<file path="src/rtl/rob_pkg.sv">
// Shared widths and helper types for the tagged read reorder buffer.
// Optional protocol checking is enabled by defining ROB_CHECK_EN.
package rob_pkg;

  localparam int unsigned ROB_DATA_WIDTH = 8;
  localparam int unsigned ROB_ID_WIDTH   = 4;
  localparam int unsigned ROB_DEPTH      = 16;
  localparam int unsigned ROB_TAG_WIDTH  = $clog2(ROB_DEPTH);

  // Default-width helpers; parametrised instances size their own storage.
  typedef logic [ROB_TAG_WIDTH-1:0] tag_t;
  typedef logic [ROB_TAG_WIDTH:0]   ptr_t;

  typedef struct packed {
    logic [ROB_ID_WIDTH-1:0]   id;
    logic [ROB_DATA_WIDTH-1:0] data;
  } rob_slot_t;

endpackage

</file>
<file path="src/rtl/rob_slot_tracker.sv">
// Per-slot completion bits for the reorder buffer: set by response tag, cleared at the head.
// With ROB_CHECK_EN defined, responses to non-outstanding or already-done slots are rejected.
module rob_slot_tracker import rob_pkg::*; #(
  parameter int unsigned DEPTH     = ROB_DEPTH,
  parameter int unsigned TAG_WIDTH = $clog2(DEPTH)
) (
  input  logic                 clk,
  input  logic                 rst,
  input  logic                 set_en,
  input  logic [TAG_WIDTH-1:0] set_tag,
  input  logic                 clr_en,
  input  logic [TAG_WIDTH:0]   wr_ptr,
  input  logic [TAG_WIDTH:0]   rd_ptr,
  output logic                 head_done_c,
  output logic                 set_ok_c
);

  logic [DEPTH-1:0]     done_q;
  logic [TAG_WIDTH-1:0] head_c;

  assign head_c      = rd_ptr[TAG_WIDTH-1:0];
  assign head_done_c = done_q[head_c];

`ifdef ROB_CHECK_EN
  logic [TAG_WIDTH:0]   occ_c;
  logic [TAG_WIDTH-1:0] offset_c;

  // A tag is outstanding when its distance from the head is below the occupancy.
  assign occ_c    = wr_ptr - rd_ptr;
  assign offset_c = set_tag - head_c;
  assign set_ok_c = ({1'b0, offset_c} < occ_c) && !done_q[set_tag];
`else
  logic unused_ptr_bits;

  assign unused_ptr_bits = ^{wr_ptr, rd_ptr[TAG_WIDTH]};
  assign set_ok_c        = 1'b1;
`endif

  // Head clear wins so a popped slot never comes back already done.
  always_ff @(posedge clk) begin
    if (rst) begin
      done_q <= '0;
    end else begin
      if (set_en && set_ok_c) begin
        done_q[set_tag] <= 1'b1;
      end
      if (clr_en) begin
        done_q[head_c] <= 1'b0;
      end
    end
  end

endmodule

</file>
<file path="src/rtl/reorder_buffer_tagged.sv">
// Read-channel reorder buffer: tags ARs with free slots, collects out-of-order tagged
// responses and returns them in AR order with the original ID. Option: ROB_CHECK_EN.
module reorder_buffer_tagged import rob_pkg::*; #(
  parameter  int unsigned DATA_WIDTH = ROB_DATA_WIDTH,
  parameter  int unsigned ID_WIDTH   = ROB_ID_WIDTH,
  parameter  int unsigned DEPTH      = ROB_DEPTH,
  localparam int unsigned TAG_WIDTH  = $clog2(DEPTH)
) (
  input  logic                  clk,
  input  logic                  rst,
  input  logic [ID_WIDTH-1:0]   s_arid_i,
  input  logic                  s_arvalid_i,
  output logic                  s_arready_o,
  output logic [DATA_WIDTH-1:0] s_rdata_o,
  output logic [ID_WIDTH-1:0]   s_rid_o,
  output logic                  s_rvalid_o,
  input  logic                  s_rready_i,
  output logic [TAG_WIDTH-1:0]  m_arid_o,
  output logic                  m_arvalid_o,
  input  logic                  m_arready_i,
  input  logic [DATA_WIDTH-1:0] m_rdata_i,
  input  logic [TAG_WIDTH-1:0]  m_rid_i,
  input  logic                  m_rvalid_i,
  output logic                  m_rready_o,
  output logic [TAG_WIDTH:0]    occupancy_o,
  output logic                  err_o
);

  logic [TAG_WIDTH:0]    wr_ptr_q;
  logic [TAG_WIDTH:0]    rd_ptr_q;
  logic [ID_WIDTH-1:0]   id_mem   [DEPTH];
  logic [DATA_WIDTH-1:0] data_mem [DEPTH];

  logic                 full_c;
  logic                 empty_c;
  logic                 ar_fire_c;
  logic                 pop_c;
  logic                 head_done_c;
  logic                 rsp_ok_c;
  logic [TAG_WIDTH-1:0] alloc_tag_c;
  logic [TAG_WIDTH-1:0] head_tag_c;

  // Pointer status uses registered pointers only; a pop frees a slot next cycle.
  assign alloc_tag_c = wr_ptr_q[TAG_WIDTH-1:0];
  assign head_tag_c  = rd_ptr_q[TAG_WIDTH-1:0];
  assign full_c      = (alloc_tag_c == head_tag_c) && (wr_ptr_q[TAG_WIDTH] != rd_ptr_q[TAG_WIDTH]);
  assign empty_c     = (wr_ptr_q == rd_ptr_q);
  assign occupancy_o = wr_ptr_q - rd_ptr_q;

  assign m_arvalid_o = s_arvalid_i && !full_c;
  assign s_arready_o = m_arready_i && !full_c;
  assign m_arid_o    = alloc_tag_c;
  assign ar_fire_c   = s_arvalid_i && s_arready_o;

  assign m_rready_o  = 1'b1;

  assign s_rvalid_o  = !empty_c && head_done_c;
  assign s_rdata_o   = data_mem[head_tag_c];
  assign s_rid_o     = id_mem[head_tag_c];
  assign pop_c       = s_rvalid_o && s_rready_i;

  always_ff @(posedge clk) begin
    if (rst) begin
      wr_ptr_q <= '0;
      rd_ptr_q <= '0;
    end else begin
      if (ar_fire_c) begin
        wr_ptr_q <= wr_ptr_q + (TAG_WIDTH+1)'(1);
      end
      if (pop_c) begin
        rd_ptr_q <= rd_ptr_q + (TAG_WIDTH+1)'(1);
      end
    end
  end

  // Slot payload storage; contents are qualified by the pointers and done bits.
  always_ff @(posedge clk) begin
    if (ar_fire_c) begin
      id_mem[alloc_tag_c] <= s_arid_i;
    end
    if (m_rvalid_i && rsp_ok_c) begin
      data_mem[m_rid_i] <= m_rdata_i;
    end
  end

  rob_slot_tracker #(
    .DEPTH     (DEPTH),
    .TAG_WIDTH (TAG_WIDTH)
  ) u_slot_tracker (
    .clk         (clk),
    .rst         (rst),
    .set_en      (m_rvalid_i),
    .set_tag     (m_rid_i),
    .clr_en      (pop_c),
    .wr_ptr      (wr_ptr_q),
    .rd_ptr      (rd_ptr_q),
    .head_done_c (head_done_c),
    .set_ok_c    (rsp_ok_c)
  );

`ifdef ROB_CHECK_EN
  logic err_q;

  // Sticky until reset: any rejected master response.
  always_ff @(posedge clk) begin
    if (rst) begin
      err_q <= 1'b0;
    end else if (m_rvalid_i && !rsp_ok_c) begin
      err_q <= 1'b1;
    end
  end

  assign err_o = err_q;
`else
  assign err_o = 1'b0;
`endif

endmodule

</file>
<file path="config.mk">
export PLATFORM = sky130hd
export DESIGN_NAME = reorder_buffer_tagged
export DESIGN_NICKNAME = d
export VERILOG_FILES = /design/src/rtl/rob_pkg.sv /design/src/rtl/rob_slot_tracker.sv /design/src/rtl/reorder_buffer_tagged.sv
export SDC_FILE = /design/constraint.sdc
export NUM_CORES = 1
export LEC_CHECK = 0
export ABC_AREA = 1
export CAP_MARGIN = 15
export CORE_MARGIN = 2
export CORE_UTILIZATION = 50
export CTS_CLUSTER_SIZE = 14
export DETAILED_ROUTE_END_ITERATION = 7
export PLACE_DENSITY_LB_ADDON = 0.2
export SYNTH_ARGS = -nofsm -noshare
export SYNTH_HDL_FRONTEND = slang
export SYNTH_HIERARCHICAL = 1
export SYNTH_SLANG_ARGS = --single-unit
</file>
<file path="constraint.sdc">
create_clock -name clk -period 2.8 [get_ports clk]
set_clock_uncertainty 0.1 [all_clocks]
set_input_delay 0.56 -clock clk [delete_from_list [all_inputs] [get_ports clk]]
set_output_delay 0.56 -clock clk [all_outputs]
set_load 0.01 [all_outputs]
</file>
==> impl_metrics.py, run 1 <==
metrics = {
    "clock_tree": {
        "cts_max_level": 1,
        "cts.path.max_buffers": 3,
        "clock-root-buffer": "clkbuf_16",
        "numClockSinks": 222,
        "ctsHoldBuffers": 0,
        "cts.reportedPaths.clkPinSlew_ps": 60,
        "cts_made_buffers": 24,
        "cts_tree": "yes",
        "clock_latency_ps": 510,
    },
    "place": {
        "io_buffers": 45,
        "routabilityCongestion": 0.837,
        "place_hpwl_microns": 14300,
        "dp_cells": 1394,
    },
    "floorplanning": {
        "fp.dieH_microns": 147,
        "core_area_sq_um": 20200,
        "dieArea_sq_um": 21600,
        "die_w_microns": 147,
        "io-pin-count": 48,
        "start_util_pct": 50.7,
        "rows": 52,
    },
    "sta": {
        "fmax_mhz": 363,
        "timing.hold.ws_ps": 394,
        "slew_viol_final": 0,
        "max_slew_margin_pct": 52.7,
        "fin_setup_tns_ps": 0,
        "hold_violations": 0,
        "min_period_ps": 2760,
        "setup_viol": 0,
        "finalCritPeriodShare_pct": 98.4,
        "worstMarginPinSlew_ps": 708,
    },
    "synth": {
        "synth_area_leaders": "edfxtp_1 (56%), nand2_1 (14%), nand3_1 (6.6%)",
        "synth_common_cells": "nand2_1 (392), edfxtp_1 (192), inv_1 (134), nand3_1 (134), nor2_1 (77)",
        "syn-cell-area_sq_um": 10200,
        "avgSynthCellArea_sq_um": 9.38,
        "synth_edf_count": 192,
        "synth_ff_type": "edfxtp_1",
        "yosysWarnings": 6,
        "ys_async_sr_fraction_pct": 0,
        "synth_top_area_share_pct": 56.4,
        "synth_cells": 1090,
        "post-synth-top-area-cell": "edfxtp_1",
        "synth.most_common_cell": "nand2_1",
        "syn_nets": 1122,
        "seq_area_frac_synth_pct": 62.2,
        "ys_ff_latch": 222,
        "synth_cell_types": 27,
    },
    "global_route": {
        "grt_pass1_vias": 6965,
        "grt_pass1_wl_microns": 37000,
        "grtUsageTotal_pct": 21.8,
        "grt_overflow": 0,
        "antenna_found_initial": 0,
        "grt_max_degree": 49,
    },
    "status": {
        "status": "finished clean",
    },
    "min_path": {
        "hold_path.class": "register to register",
        "whs_path_depth": 2,
        "min_from": "u_slot_tracker/done_q[5]$_SDFF_PP0_",
        "holdPathEnd": "u_slot_tracker/done_q[5]$_SDFF_PP0_",
    },
    "detailed_routing": {
        "route.final.wire_length_microns": 23700,
        "drt-initial-drc-count": 560,
        "via_per_inst": 5.11,
        "drtPass1Iterations": 5,
        "via_count": 7376,
        "wl_per_cell_microns": 16.4,
        "ant_nets": 0,
        "drcViolationCount": 0,
    },
    "layout": {
        "regArea_sq_um": 6380,
        "drive_gt1_share_pct": 11.2,
        "fill_cells": 1666,
        "n_antenna_cell": 0,
        "fin_cells": 1443,
        "fin_nets": 1187,
        "post-route-util_pct": 59.8,
        "syn_to_final_growth_pct": 17.9,
        "multi_input_comb_area_sq_um": 3060,
    },
    "power": {
        "leakage_nw": 5.19,
        "power_density_nw_per_um2": 587,
        "ir_drop_v": 0.000416,
    },
    "critical_path": {
        "r2r_cells": 9,
        "critical_path.max_stage_delay_ps": 440,
        "crit_type": "register to primary output",
        "reg2reg_to": "id_mem[1][1]$_DFFE_PP_",
        "cpMaxStageDelayCell": "dfxtp_4",
        "critPathBufInv": 3,
        "worstSetupEndpointType": "primary output",
        "critPathMaxFanout": 23,
        "crit_required_ps": 2140,
        "r2r_slack_ps": 520,
        "path_delay_family": "buffers and inverters",
        "r2r-start": "wr_ptr_q[3]$_SDFFE_PP0P_",
        "cp_cell_sequence": "buf_4, clkbuf_16, nand2_1, nand2_1, nand2_1, nand3_1, nand3_1, nand2_1, dlygate4sd2_1",
        "crit_top_cell": "nand2_1",
        "cp.arrival_ps": 2100,
        "crit_path_start_kind": "register",
    },
    "job": {
        "drv_cap": 0,
    },
}
sequential cells by signal, summed over array words and instances, names as in the netlist, named ones only:
signal / flops
data_mem: 128
id_mem: 64
rd_ptr_q: 5
u_slot_tracker/done_q: 16
wr_ptr_q: 5
report_power, final:
| part | switching (mW) | internal [mW] | leakage, nW |
|---|---|---|---|
| sequential | 0.0140 | 3.63 | 1.98 |
| clock | 1.26 | 1.90 | 0.391 |
| combinational | 0.183 | 0.0998 | 2.83 |
timing repair:
item / in CTS / in global routing
setup endpoints to repair: 19 / 4
gates resized for setup: 32 / 13
setup buffers: 0 / 2
gates cloned: 1 / 2
tightest hold or removal path: stages (launching register included):
cell and delay (ps):
dfxtp_1 320, a21oi_1 50, nor3_2 80
how the worst max path moves through the flow:
stage / from / to / slack (ps) / cells after the start
global route: register / s_rdata_o[6] / -40 / 9
detailed placement: wr_ptr_q[0]$_SDFFE_PP0P_ / occupancy_o[4] / 220 / 8
floorplan: rd_ptr_q[0]$_SDFFE_PP0P_ / occupancy_o[4] / 740 / 6
global placement: wr_ptr_q[0]$_SDFFE_PP0P_ / occupancy_o[4] / 210 / 8
CTS: register / s_rid_o[1] / -110 / 9
finish: register / s_rdata_o[6] / 40 / 9
cell type report:
| type | instances | share of cell area (%) |
|---|---|---|
| Tap cell | 270 | 2.80 |
| Clock inverter | 10 | 0.903 |
| Timing Repair Buffer | 90 | 7.93 |
| Clock buffer | 34 | 5.72 |
| Multi-Input combinational cell | 677 | 25.3 |
| Sequential cell | 222 | 52.9 |
| Inverter | 140 | 4.44 |
per-layer routing:
layer  track usage (%)  up-vias  wire [microns]
met5                 0        -               0
met4              5.77        0             493
met3              3.73       39            1840
met2              34.9      252           11000
met1              31.2     3447           10300
li1                  -     3638               -
placed cells by master (no fill, tap or decap), types with 4 or more instances in the layout:
cell type        instances
dfxtp_1                 25
nand4_1                  6
inv_1                  132
nor2_1                  77
dlygate4sd2_1           13
nand2_2                  9
nand3_2                  4
edfxtp_1               192
clkbuf_1                 6
clkbuf_16               27
buf_4                   31
nand2_1                392
inv_2                    6
nor3_2                  15
clkdlybuf4s50_1         26
buf_12                   6
a21oi_1                 17
nand3_1                133
clkinv_2                 4
ha_1                     7
stage by stage:
stage | setup slack [ps] | power (mW) | area (sq um)
floorplan | 740 | 3.84 | 10200
global placement | 213 | 3.99 | 11100
detailed placement | 221 | 3.99 | 11100
CTS | -107 | 7.13 | 12000
global route | -44.6 | 7.31 | 12100
finish | 44.0 | 7.08 | 12100
cell families after synthesis:
group,share of synthesized area [%]
buffers and inverters,8.20
adders and majority gates,1.30
xor gates and xnor gates,0.257
AOI/OAI and AO/OA,0.954
other,0.110
and+or+nand+nor,26.9
DFF,62.2
No activity file was read; power rests on OpenSTA's default activity.
==> run 2: changes to the inputs <==
Clock period 2.8 ns to 2.97 ns, I/O delays scaled along.
==> run 2 against run 1 <==
Effect of this change:
- critical path depth down 3
- first-iteration DRC count up 8.4%
- combinational power down 5%
- sequential power down 5.8%
- largest cell class unchanged
- clock power down 8.9%
==> impl_metrics.py, run 2 (synthesis results as in run 1) <==
metrics = {
    "status": {
        "status": "finished clean",
    },
    "power": {
        "power.internal_mw": 5.22,
        "leakage_nw": 5.21,
        "p_sw_share_pct": 20.8,
        "p_switching_mw": 1.37,
        "power_frac_comb_pct": 4.1,
        "ir_drop_v": 0.000391,
        "clkPwrFrac_pct": 43.8,
        "power_density_nw_per_um2": 546,
        "p_seq_share_pct": 52.1,
    },
    "sta": {
        "min_period_ps": 2840,
        "setup_viol": 0,
        "fmax_mhz": 352,
        "grt_setup_unrepaired": "false",
        "timing.hold.ws_ps": 403,
        "worstMarginPinSlew_ps": 703,
        "hold_violations": 0,
        "slew_viol_final": 0,
        "fin_setup_tns_ps": 0,
        "finalCritPeriodShare_pct": 95.8,
        "max_slew_margin_pct": 53.0,
    },
    "place": {
        "io_buffers": 45,
        "place_hpwl_microns": 14600,
        "routabilityCongestion": 0.885,
    },
    "floorplanning": {
        "start_util_pct": 50.7,
        "dieArea_sq_um": 21600,
        "fp.dieH_microns": 147,
        "core_area_sq_um": 20200,
        "io-pin-count": 48,
        "rows": 52,
        "die_w_microns": 147,
    },
    "layout": {
        "top_regs": "data_mem (128), id_mem (64), u_slot_tracker/done_q (16)",
        "n_antenna_cell": 0,
        "syn_to_final_growth_pct": 17.9,
        "largest-register": "data_mem",
        "final_cell_mix": "nand2_1 (391), edfxtp_1 (192), nand3_1 (133)",
        "drive_gt1_share_pct": 11.2,
        "largest_reg_flops": 128,
        "final_common_cell": "nand2_1",
        "fin_nets": 1189,
    },
    "detailed_routing": {
        "wl_per_cell_microns": 16.8,
        "via_per_inst": 5.13,
        "ant_nets": 0,
        "drcViolationCount": 0,
        "via_count": 7408,
        "drt-initial-drc-count": 607,
        "route.final.wire_length_microns": 24200,
        "drtPass1Iterations": 5,
    },
    "job": {
        "drv_cap": 0,
    },
    "global_route": {
        "grt_pass1_wl_microns": 38000,
        "grt_pass1_vias": 7000,
        "antenna_found_initial": 1,
        "grt_max_degree": 56,
        "grt_overflow": 0,
        "grtUsageTotal_pct": 22.6,
    },
    "critical_path": {
        "r2r_cells": 11,
        "cp.arrival_ps": 2150,
        "crit_type": "register to primary output",
        "worstSetupEndpointType": "primary output",
        "crit_path_start_kind": "register",
        "crit_required_ps": 2280,
        "critPathMaxFanout": 8,
    },
    "min_path": {
        "whs_path_depth": 2,
        "hold_path.class": "register to register",
    },
    "clock_tree": {
        "cts.reportedPaths.clkPinSlew_ps": 60,
        "cts_made_buffers": 24,
        "cts_tree": "yes",
        "cts_max_level": 1,
        "ctsHoldBuffers": 0,
        "clock-root-buffer": "clkbuf_16",
        "cts.path.max_buffers": 3,
        "numClockSinks": 222,
        "clock_latency_ps": 520,
    },
}
run 2: per-stage QoR:
stage	power, mW	cells	utilization (%)	setup slack (ps)	cell area (sq um)
2_1_floorplan	3.62	1090	-	876	10200
3_3_place_gp	3.76	1388	54.7	353	11000
6_report	6.58	1444	59.8	126	12100
4_1_cts	6.62	1435	59.1	-28.4	11900
5_1_grt	6.78	1444	59.8	4.68	12100
3_5_place_dp	3.76	1388	54.7	304	11000
run 2: cell type report:
type,count,area [sq um]
multi-input cells,677,3070
repair buffers,91,956
well taps,270,338
repair inverters,1,7.51
clock buffers,35,693
flip-flops and latches,222,6380
clock inverters,8,71.3
inverters,140,542
fillers,1697,8110
run 2: repair_timing:
| item | CTS | global route |
|---|---|---|
| setup endpoints to repair | 19 | 7 |
| pin swaps | 0 | 1 |
| gates resized for setup | 29 | 13 |
| gates cloned | 3 | 1 |
| setup buffers | 1 | 8 |
run 2: path summary, 6_finish.rpt:
kind | start | end | slack, ps
setup reg to reg | rd_ptr_q[1]$_SDFFE_PP0P_ | u_slot_tracker/done_q[11]$_SDFF_PP0_ | 760
hold reg to reg | u_slot_tracker/done_q[10]$_SDFF_PP0_ | u_slot_tracker/done_q[10]$_SDFF_PP0_ | 400
hold / removal | u_slot_tracker/done_q[10]$_SDFF_PP0_ | u_slot_tracker/done_q[10]$_SDFF_PP0_ | 400
setup / recovery | rd_ptr_q[2]$_SDFFE_PP0P_ | occupancy_o[3] | 130
run 2: power groups by stage:
stage               registers [mW]  clock network (mW)  logic [mW]
floorplan                     3.50                   0       0.129
global placement              3.50                   0       0.261
detailed placement            3.50                   0       0.263
CTS                           3.43                2.92       0.266
global route                  3.43                3.04       0.299
finish                        3.43                2.88       0.270
run 2: worst max-delay path: stages, from the launching register on:
cell	delay [ps]
dfxtp_4	380
inv_1	90
ha_4	300
nand3_1	70
nand2_1	80
xor2_1	160
clkdlybuf4s50_1	550
run 2: layer usage:
metal  global-route usage (%)  vias up  share of wire (%)
li1                         -     3636                  -
met1                     32.6     3440                 44
met2                     35.2      284                 46
met3                     3.79       46                7.1
met4                     7.60        2                2.5
met5                        0        -              0.045
